### src/rtl/apb4_master_pkg.sv
// Shared types and default sizing for the APB4 master bridge.
package apb4_master_pkg;

    localparam int unsigned DEF_ADDR_WIDTH = 32;
    localparam int unsigned DEF_DATA_WIDTH = 32;
    localparam int unsigned DEF_TMO_CYC    = 256;

    typedef enum logic [1:0] {
        IDLE   = 2'd0,
        SETUP  = 2'd1,
        ACCESS = 2'd2,
        RESP   = 2'd3
    } state_t;

    // Wait-counter width; a disabled timeout still needs a 1-bit vector.
    function automatic int unsigned tmo_cnt_width(input int unsigned tmo);
        return (tmo > 0) ? $clog2(tmo + 1) : 1;
    endfunction

endpackage

### src/rtl/apb4_mst_tmo.sv
// Clearable, saturating ACCESS wait counter with a combinational expiry flag.
module apb4_mst_tmo
    import apb4_master_pkg::*;
#(
    parameter int unsigned TMO_CYC = DEF_TMO_CYC
) (
    input  logic clk,
    input  logic rst,
    input  logic clr,
    input  logic inc,
    output logic expire_c
);

    localparam int unsigned CW   = tmo_cnt_width(TMO_CYC);
    localparam int unsigned LAST = (TMO_CYC > 0) ? TMO_CYC - 1 : 0;

    logic [CW-1:0] count;

    always_ff @(posedge clk or posedge rst) begin
        if (rst) begin
            count <= '0;
        end else if (clr) begin
            count <= '0;
        end else if (inc && (count != CW'(TMO_CYC))) begin
            count <= count + CW'(1);
        end
    end

    // Fires on the wait cycle that would make the count reach the limit.
    assign expire_c = (TMO_CYC != 0) && inc && (count == CW'(LAST));

endmodule

### src/rtl/apb4_master_bridge.sv
// Single-outstanding APB4 initiator: valid/ready request in, APB4 transfer,
// valid/ready response out with slave-error and timeout status.
module apb4_master_bridge
    import apb4_master_pkg::*;
#(
    parameter int unsigned ADDR_WIDTH = DEF_ADDR_WIDTH,
    parameter int unsigned DATA_WIDTH = DEF_DATA_WIDTH,
    parameter int unsigned TMO_CYC    = DEF_TMO_CYC
) (
    input  logic                    pclk,
    input  logic                    preset,
    input  logic                    req_valid,
    output logic                    req_ready,
    input  logic                    req_write,
    input  logic [ADDR_WIDTH-1:0]   req_addr,
    input  logic [DATA_WIDTH-1:0]   req_wdata,
    input  logic [DATA_WIDTH/8-1:0] req_strb,
    input  logic [2:0]              req_prot,
    output logic                    rsp_valid,
    input  logic                    rsp_ready,
    output logic [DATA_WIDTH-1:0]   rsp_rdata,
    output logic                    rsp_err,
    output logic                    rsp_tmo,
    output logic [ADDR_WIDTH-1:0]   paddr,
    output logic [2:0]              pprot,
    output logic                    psel,
    output logic                    penable,
    output logic                    pwrite,
    output logic [DATA_WIDTH-1:0]   pwdata,
    output logic [DATA_WIDTH/8-1:0] pstrb,
    input  logic                    pready,
    input  logic [DATA_WIDTH-1:0]   prdata,
    input  logic                    pslverr
);

    localparam int unsigned STRB_WIDTH = DATA_WIDTH / 8;

    state_t state;
    state_t state_next;
    logic   accept_c;
    logic   done_c;
    logic   wait_c;
    logic   expire_c;

    assign wait_c = (state == ACCESS) && !pready;

    apb4_mst_tmo #(
        .TMO_CYC (TMO_CYC)
    ) u_tmo (
        .clk      (pclk),
        .rst      (preset),
        .clr      (accept_c),
        .inc      (wait_c),
        .expire_c (expire_c)
    );

    always_ff @(posedge pclk or posedge preset) begin
        if (preset) begin
            state <= IDLE;
        end else begin
            state <= state_next;
        end
    end

    always_comb begin
        state_next = state;
        accept_c   = 1'b0;
        done_c     = 1'b0;
        case (state)
            IDLE: begin
                if (req_valid) begin
                    accept_c   = 1'b1;
                    state_next = SETUP;
                end
            end
            SETUP: begin
                state_next = ACCESS;
            end
            ACCESS: begin
                // pready on the limit cycle completes normally
                if (pready) begin
                    done_c     = 1'b1;
                    state_next = RESP;
                end else if (expire_c) begin
                    state_next = RESP;
                end
            end
            RESP: begin
                if (rsp_ready) begin
                    state_next = IDLE;
                end
            end
            default: begin
                state_next = IDLE;
            end
        endcase
    end

    assign req_ready = (state == IDLE);
    assign rsp_valid = (state == RESP);

    // APB phase controls follow the next state so they are glitch-free.
    always_ff @(posedge pclk or posedge preset) begin
        if (preset) begin
            psel    <= 1'b0;
            penable <= 1'b0;
        end else begin
            psel    <= (state_next == SETUP) || (state_next == ACCESS);
            penable <= (state_next == ACCESS);
        end
    end

    // Transfer payload is loaded only on acceptance and held otherwise.
    always_ff @(posedge pclk or posedge preset) begin
        if (preset) begin
            paddr  <= '0;
            pwrite <= 1'b0;
            pwdata <= '0;
            pstrb  <= '0;
            pprot  <= '0;
        end else if (accept_c) begin
            paddr  <= req_addr;
            pwrite <= req_write;
            pwdata <= req_wdata;
            pstrb  <= req_write ? req_strb : STRB_WIDTH'(0);
            pprot  <= req_prot;
        end
    end

    always_ff @(posedge pclk or posedge preset) begin
        if (preset) begin
            rsp_rdata <= '0;
            rsp_err   <= 1'b0;
            rsp_tmo   <= 1'b0;
        end else if (done_c) begin
            rsp_rdata <= (pwrite || pslverr) ? DATA_WIDTH'(0) : prdata;
            rsp_err   <= pslverr;
            rsp_tmo   <= 1'b0;
        end else if (expire_c) begin
            rsp_rdata <= '0;
            rsp_err   <= 1'b1;
            rsp_tmo   <= 1'b1;
        end
    end

endmodule

### config.mk
export PLATFORM = sky130hd
export DESIGN_NAME = apb4_master_bridge
export DESIGN_NICKNAME = d
export VERILOG_FILES = /design/src/rtl/apb4_master_pkg.sv /design/src/rtl/apb4_mst_tmo.sv /design/src/rtl/apb4_master_bridge.sv
export SDC_FILE = /design/constraint.sdc
export NUM_CORES = 1
export LEC_CHECK = 0
export ABC_CLOCK_PERIOD_IN_PS = 4860
export CORE_ASPECT_RATIO = 0.7
export CORE_MARGIN = 3
export CORE_UTILIZATION = 33
export CTS_BUF_LIST = sky130_fd_sc_hd__clkbuf_8
export CTS_CLUSTER_DIAMETER = 120
export CTS_CLUSTER_SIZE = 40
export DETAILED_ROUTE_END_ITERATION = 16
export HOLD_SLACK_MARGIN = 0.03
export PLACE_DENSITY = 0.61
export SLEW_MARGIN = 20
export SYNTH_ARGS = -nofsm -noshare
export SYNTH_HDL_FRONTEND = slang
export SYNTH_HIERARCHICAL = 1
export SYNTH_SLANG_ARGS = --single-unit
### constraint.sdc
create_clock -name pclk -period 4.86 [get_ports pclk]
set_input_delay 0.486 -clock pclk [delete_from_list [all_inputs] [get_ports pclk]]
set_output_delay 0.486 -clock pclk [all_outputs]
set_load 0.1 [all_outputs]
Word-level counts from Yosys, hierarchy flattened

Index checks and enable logic that the tools add are counted.

Eq/ne operators: 7
Reduce and logical (&&, ||, !) cells: 9
Mux-type cells: 18
$add $sub $neg: 1

Operators by type and width:

| cell                                                 | count |
|---|---|
| 2-to-1 mux 32 bit                                    | 3 |
| 2-to-1 mux 9 bit                                     | 2 |
| adder 9 x 1 -> 9 bit (second input constant)         | 1 |
| equality test 9 x 8 -> 1 bit (second input constant) | 1 |
| inequality test 9 bit (second input constant)        | 1 |
| 2-to-1 mux 2 bit                                     | 4 |
| case mux 2 bit (4 select lines)                      | 1 |
| 2-to-1 mux 1 bit                                     | 7 |
| equality test 2 bit (second input constant)          | 3 |
| equality test 2 x 1 -> 1 bit (second input constant) | 2 |
| 2-to-1 mux 4 bit                                     | 1 |
| nonzero test 2 bit                                   | 2 |
| logical AND 1 bit                                    | 3 |
| zero test 2 bit                                      | 1 |
| logical OR 1 bit                                     | 2 |
| zero test 1 bit                                      | 1 |

Register bits after elaboration: 119
Output and inout port bits: 110
Input bits: 110

Logic depth before layout (Yosys ltp)

Depth in word-level cells: 8
Mapped depth: 9
Depth with buffers taken out: 9

Cells and area by module

Netlist, hierarchy kept.

Modules (own cells, without submodules):

| module             | instances | sequential area each (µm²) | cells each | area each (µm²) |
|---|---|---|---|---|
| apb4_master_bridge | 1         | 2752.6                     | 326        | 4972.3 |
| apb4_mst_tmo       | 1         | 225.2                      | 55         | 524.3 |

Worst setup path before layout

No wires, ideal clock.

Kind: register -> register
Start point: reg state[0]
End point: reg psel
Library setup time: 0.113 ns
Buffers on the path: 0
Arrival: 2.215 ns
Data required time: 4.747 ns
Clock period less this slack: 2.328 ns
Path slack: 2.532 ns
Stages on the path, launching flop included: 5
Cells stage by stage: dfrtp_1 > nor2_1 > a21oi_1 > ha_1 > inv_1

Elaborated cells on any way between the ends: 14
Classes of those cells: eq/ne (5); mux (5); reduce/logical (4)

RTL lines:

| element                                                             | RTL line                  | RTL |
|---|---|---|
| from (decl)                                                         | apb4_master_bridge.sv:38  | `state_t state;` |
| from (signal assigned)                                              | apb4_master_bridge.sv:61  | `state <= state_next;` |
| zero test 2 bit *                                                   | n/a                       |  |
| via req_ready                                                       | apb4_master_bridge.sv:13  | `output logic req_ready,` |
| case mux 2 bit (4 select lines) *                                   | apb4_master_bridge.sv:69  | `case (state)` |
| equality test 2 x 1 -> 1 bit or equality test 2 bit (tied branches) | apb4_master_bridge.sv:108 | `psel <= (state_next == SETUP) \|\| (state_next == ACCESS);` |
| logical OR 1 bit *                                                  | apb4_master_bridge.sv:108 |  |
| to (signal assigned)                                                | apb4_master_bridge.sv:108 |  |
| to (decl)                                                           | apb4_master_bridge.sv:26  | `output logic psel,` |

Mark *: on every way through the listed nets, which the timed path passes. The rest lies on a longest branch.
A chain may end at the register's enable or synchronous reset.

Worst setup path in the final report

Start point: reg state[0]
End point: out rsp_valid

Word-level cells in the longest chain between the ends: 1

RTL lines:

| element             | RTL line                  | RTL |
|---|---|---|
| equality test 2 bit | apb4_master_bridge.sv:100 | `assign rsp_valid = (state == RESP);` |
| to (decl)           | apb4_master_bridge.sv:19  | `output logic rsp_valid,` |

No other way between the ends.

==> flow_summary.ini <==
[status]
status = complete, no violations

[worst_setup_path]
critPathCapture = rsp_valid
startpoint_type = register
cp-end-kind = primary output
reg2regPathDepth = 6
rrSetupSlack_ns = 2.58
path_class = register to primary output
worst_ep_arrival_time_ns = 2.35
r2r_end = psel$_DFF_PP0_
startpoint = state[0]$_DFF_PP0_
critical_path_required_ns = 4.37
cp_max_fo = 7
regToRegStartpoint = state[1]$_DFF_PP0_

[synthesis]
synth_area_leader_cell = dfrtp_1
synth_top_family_by_area = multiplexers
synth_seq_cells = 119
synth-compound-area-share_pct = 1.80
synth_area_leaders = dfrtp_1, mux2_4, mux2i_1, or3b_2, nand2b_1
synth.yosys.seq_area_share_pct = 54.2
synthMuxAreaShare_pct = 25.5
synth_area_um2 = 5500
avgSynthCellArea_um2 = 14.4
synth_nets = 495
synthAdderAreaFrac_pct = 0.911
synth_flop_cell = dfrtp_1
synthXorXnorAreaFrac_pct = 0.319
ys_types = 36
synth.most_common_cell = dfrtp_1
netlist_instances = 381
synthTopCellsByCount = dfrtp_1, mux2_4, mux2i_1, nand2b_1, or3b_2
synth-edff-count = 0
synth_simple_gate_area_share_pct = 12.4
ys_async_sr_fraction_pct = 100
yosysTopAreaCellShare_pct = 54.2
ys_warn_count = 6

[clock_tree]
cts.path.max_buffers = 2
cts_buffers = 17
cts_tree = yes
post_cts_buffers = 0
cts_resized = 0
cts_root_buf = clkbuf_8
clk_latency_ns = 0.42
clkTransAtPathRegs_ns = 0.07
holdBufCountCts = 0
htreeDepth = 4
clock_sinks = 119

[global_routing]
antenna_found_initial = 0
grt_max_degree = 74
grt_pass1_vias = 4217
track_usage_pct = 16.1
grt_pass1_wl_mm = 23.1
gr-total-overflow = 0

[sta]
slew_violations = 0
setup_ws_ns = 2.03
skew_ns = 0.00796
fin_setup_tns_ns = 0
slew_headroom_pct = 30.6
period_needed_ns = 2.83
rsz0062_at_grt = false
setup_viol = 0
max_freq_ghz = 0.353
tightest_slew_ns = 1.04
whs_ns = 0.423
post-route-period-util_pct = 58.3
hold_viol_final = 0

[place]
placed_area_um2 = 7800
place_ws_ns = 2.21
place_congestion = 0.810
portBuffers = 219
dp_hpwl_mm = 10.2

[detailed_routing]
finalWirelength_mm = 14.4
via_per_inst = 4.51
ant_nets = 0
drc = 0
drtIter0Drc = 140
first_pass_iters = 4
dr_total_vias = 3763
routedWlPerCell_um = 17.3

[floorplanning]
die_w_um = 160
die_h_um = 114
rows = 38
core_area_um2 = 15900
die-area_um2 = 18300
start_util_pct = 34.6
ios = 220

[final_layout]
drive_above_1_share_pct = 22.6
layout.nets = 717
fillers = 1404
antenna_cells = 0
final_area_um2 = 8220
syn_to_final_growth_pct = 49.5

[run]
drv_cap = 0

[worst_hold_path]
hp-class = primary input to async pin
cell usage in the layout, fill, tap and decap left out, types with 2 or more instances in the layout:
cell / count
buf_4: 6
nor3b_1: 2
clkbuf_8: 19
mux2_4: 65
clkinv_2: 5
a21oi_1: 6
or3_1: 2
inv_1: 13
nand3_1: 3
o21ai_0: 2
ha_1: 4
nand2b_1: 34
dfrtp_1: 119
mux2i_1: 38
nor2_1: 9
clkdlybuf4s50_1: 219
xor2_1: 2
nand2_1: 8
nand4_1: 2
mux2_2: 3
or3b_2: 32
bufinv_16: 4
through the flow:
stage / instances / utilization, %
floorplan: 381 / -
global placement: 804 / 49.1
detailed placement: 804 / 49.1
CTS: 834 / 51.7
global route: 834 / 51.7
finish: 834 / 51.7
layout make-up:
class / count / area [µm²] / share of cell area [%]
tap: 220 / 275 / 3.35
inverter: 13 / 51.3 / 0.624
clock inverter: 11 / 156 / 1.90
timing repair buffer: 225 / 2240 / 27.2
clock buffer: 19 / 262 / 3.18
multi-input combinational: 227 / 2260 / 27.5
sequential: 119 / 2980 / 36.2
critical path, cell delays in order (launching register included):
cell and delay [ns]:
dfrtp_1 0.50, nand2_1 0.14, inv_1 0.12, clkdlybuf4s50_1 1.17
cells by family after synthesis:
family,after synthesis
buf+inv,35
xor+xnor,2
flops,119
fa+ha+maj,4
compound gates,15
simple gates,99
mux,107
layer usage:
metal | track usage (%) | share of wire (%)
met2 | 24.8 | 44
met4 | 5.03 | 1.5
met3 | 6.93 | 8.5
met1 | 20.6 | 46
met5 | 0 | 0
how the worst min path moves through the flow:
stage / from / end / slack, ns / depth (start not counted)
global route: preset / u_tmo/count[2]$_DFFE_PP0P_ / 0.43 / 2
finish: preset / u_tmo/count[2]$_DFFE_PP0P_ / 0.42 / 2
detailed placement: rsp_tmo$_DFFE_PP0P_ / rsp_tmo$_DFFE_PP0P_ / 0.49 / 1
CTS: preset / u_tmo/count[2]$_DFFE_PP0P_ / 0.40 / 2
global placement: rsp_tmo$_DFFE_PP0P_ / rsp_tmo$_DFFE_PP0P_ / 0.49 / 1
floorplan: preset / u_tmo/count[0]$_DFFE_PP0P_ / 0.31 / 1
flip-flops by register name, summed over array words and instances (netlist names):
| name | cells |
|---|---|
| paddr | 32 |
| penable | 1 |
| pprot | 3 |
| psel | 1 |
| pstrb | 4 |
| pwdata | 32 |
| pwrite | 1 |
| rsp_err | 1 |
| rsp_rdata | 32 |
| rsp_tmo | 1 |
| state | 2 |
| u_tmo/count | 9 |
Power is left out: the tool's default activity adds up to more than one toggle a clock period on the data nets, which glitch-free logic cannot reach.
